<file path="config.mk">
export PLATFORM = sky130hd
export DESIGN_NAME = mc_ctrl_unit
export DESIGN_NICKNAME = d
export VERILOG_FILES = /design/src/rtl/mc_ctrl_unit.sv
export SDC_FILE = /design/constraint.sdc
export NUM_CORES = 1
export LEC_CHECK = 0
export CORE_UTILIZATION = 43
export DETAILED_ROUTE_END_ITERATION = 16
export PLACE_DENSITY = 0.85
export SYNTH_ARGS = -nofsm -noshare
export SYNTH_HDL_FRONTEND = slang
export SYNTH_SLANG_ARGS = --single-unit
</file>
<file path="constraint.sdc">
create_clock -name clk -period 4.9 [get_ports clk]
set_input_delay 1.47 -clock clk [delete_from_list [all_inputs] [get_ports clk]]
set_output_delay 1.47 -clock clk [all_outputs]
set_load 0.01 [all_outputs]
</file>
<file path="src/rtl/mc_ctrl_unit.sv">
// Multi-cycle MIPS control FSM (FETCH/DECODE/EXEC/MEM/WB); outputs decode the state register and IR fields in the same cycle.
// Memory backpressure: FETCH, MEMRD and MEMWR hold until mem_ready; write strobes are forced low while rst_n is low.
module mc_ctrl_unit #(
   parameter int EN_BNE       = 1,
   parameter int EN_LOGIC_IMM = 1,
   parameter int ALUCTL_W     = 3
) (
   input  logic                clk,
   input  logic                rst_n,
   input  logic [5:0]          op,
   input  logic [5:0]          funct,
   input  logic                zero,
   input  logic                mem_ready,
   output logic                iord,
   output logic                mem_write,
   output logic                ir_write,
   output logic                reg_dst,
   output logic                mem_to_reg,
   output logic                reg_write,
   output logic                alu_src_a,
   output logic [1:0]          alu_src_b,
   output logic                zext_imm,
   output logic [ALUCTL_W-1:0] alu_control,
   output logic [1:0]          pc_src,
   output logic                pc_en,
   output logic                illegal_op,
   output logic [3:0]          state_o
);

   typedef enum logic [3:0] {
      S_FETCH  = 4'd0,
      S_DECODE = 4'd1,
      S_MEMADR = 4'd2,
      S_MEMRD  = 4'd3,
      S_MEMWB  = 4'd4,
      S_MEMWR  = 4'd5,
      S_EXEC   = 4'd6,
      S_ALUWB  = 4'd7,
      S_BRANCH = 4'd8,
      S_IMMEX  = 4'd9,
      S_IMMWB  = 4'd10,
      S_JUMP   = 4'd11
   } state_t;

   localparam logic [2:0] ALU_ADD = 3'b010;
   localparam logic [2:0] ALU_SUB = 3'b110;
   localparam logic [2:0] ALU_AND = 3'b000;
   localparam logic [2:0] ALU_OR  = 3'b001;
   localparam logic [2:0] ALU_SLT = 3'b111;

   state_t state_q, state_d;

   logic is_lw, is_sw, is_r, is_addi, is_andi, is_ori, is_beq, is_bne, is_j;
   logic funct_ok;
   logic [2:0] funct_alu, imm_alu, alu3;
   logic mem_write_c, reg_write_c, pc_en_c, ir_write_c, illegal_c;

   assign is_lw   = (op == 6'b100011);
   assign is_sw   = (op == 6'b101011);
   assign is_r    = (op == 6'b000000);
   assign is_addi = (op == 6'b001000);
   assign is_andi = (EN_LOGIC_IMM != 0) && (op == 6'b001100);
   assign is_ori  = (EN_LOGIC_IMM != 0) && (op == 6'b001101);
   assign is_beq  = (op == 6'b000100);
   assign is_bne  = (EN_BNE != 0) && (op == 6'b000101);
   assign is_j    = (op == 6'b000010);

   always_comb begin
      funct_ok  = 1'b1;
      funct_alu = ALU_ADD;
      case (funct)
         6'b100000: funct_alu = ALU_ADD;
         6'b100010: funct_alu = ALU_SUB;
         6'b100100: funct_alu = ALU_AND;
         6'b100101: funct_alu = ALU_OR;
         6'b101010: funct_alu = ALU_SLT;
         default:   funct_ok  = 1'b0;
      endcase
   end

   // Immediate ops keep the same ALU op and extension through IMMWB since IR is stable.
   assign imm_alu = is_andi ? ALU_AND : (is_ori ? ALU_OR : ALU_ADD);

   always_ff @(posedge clk or negedge rst_n) begin
      if (!rst_n) state_q <= S_FETCH;
      else        state_q <= state_d;
   end

   always_comb begin
      state_d     = S_FETCH;
      iord        = 1'b0;
      mem_write_c = 1'b0;
      ir_write_c  = 1'b0;
      reg_dst     = 1'b0;
      mem_to_reg  = 1'b0;
      reg_write_c = 1'b0;
      alu_src_a   = 1'b0;
      alu_src_b   = 2'b00;
      zext_imm    = 1'b0;
      alu3        = ALU_ADD;
      pc_src      = 2'b00;
      pc_en_c     = 1'b0;
      illegal_c   = 1'b0;
      case (state_q)
         S_FETCH: begin
            alu_src_b  = 2'b01;
            ir_write_c = mem_ready;
            pc_en_c    = mem_ready;
            state_d    = mem_ready ? S_DECODE : S_FETCH;
         end
         S_DECODE: begin
            alu_src_b = 2'b11;
            if (is_lw || is_sw)                      state_d = S_MEMADR;
            else if (is_r && funct_ok)               state_d = S_EXEC;
            else if (is_addi || is_andi || is_ori)   state_d = S_IMMEX;
            else if (is_beq || is_bne)               state_d = S_BRANCH;
            else if (is_j)                           state_d = S_JUMP;
            else begin
               illegal_c = 1'b1;
               state_d   = S_FETCH;
            end
         end
         S_MEMADR: begin
            alu_src_a = 1'b1;
            alu_src_b = 2'b10;
            if (is_lw)      state_d = S_MEMRD;
            else if (is_sw) state_d = S_MEMWR;
         end
         S_MEMRD: begin
            iord    = 1'b1;
            state_d = mem_ready ? S_MEMWB : S_MEMRD;
         end
         S_MEMWB: begin
            mem_to_reg  = 1'b1;
            reg_write_c = 1'b1;
         end
         S_MEMWR: begin
            iord        = 1'b1;
            mem_write_c = 1'b1;
            state_d     = mem_ready ? S_FETCH : S_MEMWR;
         end
         S_EXEC: begin
            alu_src_a = 1'b1;
            alu3      = funct_alu;
            state_d   = S_ALUWB;
         end
         S_ALUWB: begin
            reg_dst     = 1'b1;
            reg_write_c = 1'b1;
         end
         S_BRANCH: begin
            alu_src_a = 1'b1;
            alu3      = ALU_SUB;
            pc_src    = 2'b01;
            pc_en_c   = is_bne ? ~zero : (is_beq & zero);
         end
         S_IMMEX: begin
            alu_src_a = 1'b1;
            alu_src_b = 2'b10;
            zext_imm  = is_andi | is_ori;
            alu3      = imm_alu;
            state_d   = S_IMMWB;
         end
         S_IMMWB: begin
            reg_write_c = 1'b1;
            zext_imm    = is_andi | is_ori;
            alu3        = imm_alu;
         end
         S_JUMP: begin
            pc_src  = 2'b10;
            pc_en_c = 1'b1;
         end
         default: state_d = S_FETCH;
      endcase
   end

   // Strobes are qualified by rst_n so nothing fires during the async reset window.
   assign mem_write   = mem_write_c & rst_n;
   assign reg_write   = reg_write_c & rst_n;
   assign pc_en       = pc_en_c & rst_n;
   assign ir_write    = ir_write_c & rst_n;
   assign illegal_op  = illegal_c & rst_n;
   assign alu_control = ALUCTL_W'(alu3);
   assign state_o     = state_q;

endmodule

</file>
# Word level (Yosys, flattened, before mapping)
# Index checks and enable logic that the tools add are counted.
[word_totals]
regBits = 4
input_bits = 16
output_inout_bits = 21
wordCells = 80
[op_classes]
n_reduce_logical = 13
eq_ne = 24
n_mux = 34
bitwise_logic = 8
[op_table]
columns = ["op", "n"]
rows = [
  ["$eq A6 B6 Y1 const B", 7],
  ["$pmux W4 S7", 1],
  ["$mux W4", 5],
  ["$eq A6 B4 Y1 const B", 3],
  ["$mux W1", 17],
  ["$eq A4 B3 Y1 const B", 4],
  ["$eq A4 B4 Y1 const B", 4],
  ["$eq A6 B3 Y1 const B", 2],
  ["$mux W3", 4],
  ["$pmux W3 S4", 1],
  ["$pmux W3 S3", 1],
  ["$eq A4 B2 Y1 const B", 2],
  ["$and A1 B1 Y1", 6],
  ["$eq A6 B2 Y1 const B", 1],
  ["$logic_not A6 Y1", 1],
  ["$pmux W2 S3", 1],
  ["$reduce_or A2 Y1", 3],
  ["$reduce_or A5 Y1", 1],
  ["$eq A4 B1 Y1 const B", 1],
  ["$logic_not A4 Y1", 1],
  ["$logic_or A1 B1 Y1", 4],
  ["$mux W2", 2],
  ["$pmux W2 S2", 1],
  ["$reduce_or A4 Y1", 1],
  ["other kinds (5)", 5],
]

# Longest topological paths before layout
[depth]
ltp_word = 8
mapped_depth = 5
depth_no_buf = 4

# Worst setup path before layout
# No wires, ideal clock.
[synth_timing]
path_type = "input port to output port"
start = "input port funct[4]"
end = "output port alu_control[0]"
slack_ns = 1.031
t_required_ns = 3.430
path_buffers = 0
path_stages = 4
t_arrival_ns = 2.399
cell_sequence = "nand2b_4 > or4b_4 > a2bb2oi_1 > o2bb2ai_2"
[synth_via]
elab_chain_len = 3
elab_cells_between_ends = 6
classes_between = "4 x eq/ne; 2 x mux"
[synth_lines]
columns = ["item", "line_no", "rtl"]
rows = [
  ["start, declared", "11", "input logic [5:0] funct,"],
  ["$eq A6 B6 Y1", "71", "case (funct)"],
  ["$pmux W3 S4 *", "71", ""],
  ["$pmux W3 S3 *", "104", "case (state_q)"],
  ["end, declared", "23", "output logic [ALUCTL_W-1:0] alu_control,"],
]
# Every way passes the cells marked *; elsewhere a longest branch is shown, timed or not.

# Worst setup path after layout
[layout_timing]
start = "input port op[3]"
end = "output port illegal_op"
[layout_via]
elab_chain_len = 8
elab_cells_between_ends = 21
classes_between = "8 x eq/ne; 6 x mux; 1 x bitwise; 6 x reduce/logical"
[layout_lines]
columns = ["item", "line_no", "rtl"]
rows = [
  ["start, declared", "10", "input logic [5:0] op,"],
  ["$eq A6 B2 Y1, or another cell as far along", "66", "assign is_j = (op == 6'b000010);"],
  ["$mux W1, or another cell as far along", "117", "else if (is_j) state_d = S_JUMP;"],
  ["$mux W1 or $logic_or A1 B1 Y1 (tied branches)", "116, 115", ""],
  ["$mux W1", "115", "else if (is_addi || is_andi || is_ori) state_d = S_IMMEX;"],
  ["$mux W1", "114", "else if (is_r && funct_ok) state_d = S_EXEC;"],
  ["$mux W1 *", "113", "if (is_lw || is_sw) state_d = S_MEMADR;"],
  ["$mux W1 *", "104", ""],
  ["$and A1 B1 Y1 *", "182", "assign illegal_op = illegal_c & rst_n;"],
  ["end, declared", "26", "output logic illegal_op,"],
]
# Marks and branches as above.

==> impl_metrics.env <==
export IMPL_status="complete, but fails checks"
export IMPL_violations="DRC"
export IMPL_leakage_nw=0.439
export IMPL_place_area_mm2=0.00114
export IMPL_cp_data_arrival_time_ps=3280
export IMPL_critPathRequiredTime_ps=3430
export IMPL_area_growth_pct=55.9
export IMPL_seq_power_share_pct=25.4
export IMPL_cts_made_buffers=3
export IMPL_endpoint_kind="output port"
export IMPL_critical_path_depth=5
export IMPL_intPower_mw=0.119
export IMPL_synthFlopType="dfrtp_1"
export IMPL_hp_class="register to register"
export IMPL_power_frac_comb_pct=53.2
export IMPL_met2_usage_pct=38.2
export IMPL_critPathLaunchType="input pin"
export IMPL_seq_area_frac_synth_pct=13.4
export IMPL_wirelength_um=2170
export IMPL_critical_path_cell_chain="clkdlybuf4s50_1 -> nor4b_1 -> o21ai_0 -> nor3b_2 -> clkdlybuf4s50_1"
export IMPL_clkPwrFrac_pct=21.4
export IMPL_rows=14
export IMPL_synth_area_leader_cell="dfrtp_1"
export IMPL_layout_nets=159
export IMPL_vdd_ir_drop_max_v=0.000150
export IMPL_postSynthAreaPerCell_um2=7.32
export IMPL_syn_area_um2=747
export IMPL_clockBufferDepth=2
export IMPL_dp_slack_ps=41.4
export IMPL_via_per_inst=5.61
export IMPL_setup_viol=0
export IMPL_crit_family="buffers and inverters"
export IMPL_final_area_mm2=0.00116
export IMPL_rsz0062_at_grt="false"
export IMPL_die_x_um=43.7
export IMPL_clock_latency_ps=230
export IMPL_grt_busiest_layer="met2"
export IMPL_htree_levels=1
export IMPL_grtUsageTotal_pct=25.8
export IMPL_slew_violations=0
export IMPL_drive_gt1_share_pct=12.8
export IMPL_hold_buffers=0
export IMPL_setup_tns_ps=0
export IMPL_grt_pass1_wl_um=3730
export IMPL_crit_slowest_cell="clkdlybuf4s50_1"
export IMPL_synth_edf_count=0
export IMPL_grt_start_max_net_pins=18
export IMPL_fin_ws_ps=146
export IMPL_multi_input_area_um2=596
export IMPL_swShare_pct=36.4
export IMPL_r2r_cells=4
export IMPL_yosysWarnings=0
export IMPL_fin_crit_sh_pct=97.0
export IMPL_initial_core_util_pct=47.9
export IMPL_die_y_um=43.7
export IMPL_hpwlAfterDp_um=1700
export IMPL_clock_sinks=4
export IMPL_grt_pass1_vias=817
export IMPL_grt_use_met1_pct=37.8
export IMPL_cap_violations=0
export IMPL_synth_seq_cells=4
export IMPL_worstSetupPathType="input pin to output port"
export IMPL_regArea_um2=100
export IMPL_reg2reg_setup_slack_ps=3280
export IMPL_grt_ovfl_total=0
export IMPL_pin_count=37
export IMPL_finClkSkew_ps=0.498
export IMPL_antenna_found_initial=0
export IMPL_syn_nets=118
export IMPL_grt_met3_usage_pct=3.33
export IMPL_coreArea_mm2=0.00156
export IMPL_r2r_end="state_o[1]"
export IMPL_path_buf_inv=2
export IMPL_wl_per_cell_um=13.8
export IMPL_hold_viol_final=0
export IMPL_fill_cells=132
export IMPL_root_buffer="clkbuf_4"
export IMPL_final_cell_mix="35 x clkdlybuf4s50_1, 9 x nor2_1, 9 x nand2b_1"
export IMPL_fmax_mhz=210
export IMPL_die_area_mm2=0.00191
export IMPL_final_common_cell="clkdlybuf4s50_1"
export IMPL_finalNonFillerCells=157
export IMPL_synthCells=102
export IMPL_synth_top_area_share_pct=13.4
export IMPL_ant_nets=0
export IMPL_route_detailed_drc=3
export IMPL_post_place_cells=154
export IMPL_cp_startpoint="op[3]"
export IMPL_yosys_top_cells_area="dfrtp_1 13%, nand2b_1 7.5%, a21oi_1 5.4%, nor2_1 4.5%, nand2_1 4.0%"
export IMPL_synthDistinctLibCells=41
export IMPL_crit_path_end="illegal_op"
export IMPL_dr_first_iter_drc_count=27
export IMPL_path_clk_slew_ps=40
export IMPL_power_density_mw_per_mm2=161
export IMPL_cts_tree="done"
export IMPL_firstDrtPassIters=10
export IMPL_fin_util_pct=74.7
export IMPL_num_vias=880
export IMPL_largest_register_ffs=4
export IMPL_antenna_cells=0
export IMPL_finalPower_mw=0.187
export IMPL_io_buffers=36
export IMPL_hold_slack_ps=741
export IMPL_critPathMaxFanout=7
export IMPL_post_route_min_period_ps=4750
export IMPL_critPathMaxStageDelay_ps=560
export IMPL_slew_headroom_pct=62.1
export IMPL_r2r_start="state_o[1]"
export IMPL_power_switching_mw=0.0681
export IMPL_cpMostUsedCell="clkdlybuf4s50_1"
export IMPL_ys_async_sr_fraction_pct=100
export IMPL_tightest_slew_ps=569
export IMPL_gp_congestion=0.906
-- what timing repair did --
item	in CTS	in global routing
buffers inserted	0	0
setup endpoints to repair	0	1
resized for setup	0	1
-- worst min path at each step --
stage | to | depth (start not counted) | slack, ps | from
after global placement | state_o[0] | 1 | 720 | state_o[3]
final | state_o[0] | 1 | 740 | state_o[3]
after CTS | state_o[0] | 1 | 730 | state_o[3]
after floorplan | state_o[1] | 3 | 670 | state_o[3]
after detailed placement | state_o[0] | 1 | 720 | state_o[3]
after global routing | state_o[0] | 1 | 810 | state_o[3]
-- area by class of cell --
class / count / share of cell area (%)
Tap cell: 16 / 1.72
Sequential cell: 4 / 8.59
Timing Repair Buffer: 41 / 34.4
Multi-Input combinational cell: 86 / 51.1
Clock buffer: 3 / 1.93
Inverter: 7 / 2.26
-- layer usage --
metal	part of all wire [%]	routed length, um	up-vias
met5	0	0	-
met2	49	1070	30
met3	5.0	108	0
met1	46	997	393
li1	-	-	457
met4	0	0	0
-- Yosys cell counts (2+ instances only) --
cell / count
nor3_1: 4
nor2_1: 9
o21ai_0: 2
o21ai_1: 4
o21bai_1: 2
o21a_1: 2
nand2b_1: 9
nor4_1: 4
nand2_1: 8
a21oi_1: 8
nand3b_1: 3
nand2b_4: 2
nor4b_1: 2
o22ai_1: 2
dfrtp_1: 4
xnor2_1: 2
nor4b_2: 2
inv_1: 6
buf_2: 5
-- worst register-to-register path, stage by stage (launching register included) --
cell and delay, ps:
dfrtp_1 690, or3b_1 440, nor4_1 200, a31oi_1 80, o211ai_1 120
-- power groups by stage --
stage / Clock [mW] / Sequential [mW] / Combinational, mW
5_1_grt: 0.0461 / 0.0494 / 0.108
6_report: 0.0399 / 0.0475 / 0.0996
4_1_cts: 0.0431 / 0.0475 / 0.0995
3_3_place_gp: 0 / 0.0477 / 0.0975
3_5_place_dp: 0 / 0.0478 / 0.0992
2_1_floorplan: 0 / 0.0417 / 0.0556
-- cell families after synthesis --
| group | Yosys count | share of synthesized area, % |
|---|---|---|
| and+or+nand+nor | 54 | 47.6 |
| DFF | 4 | 13.4 |
| buffers and inverters | 12 | 6.87 |
| AOI/OAI and AO/OA | 28 | 27.0 |
| xor gates and xnor gates | 2 | 2.35 |
| muxes | 2 | 2.85 |
Power figures use the tool's default switching activity.
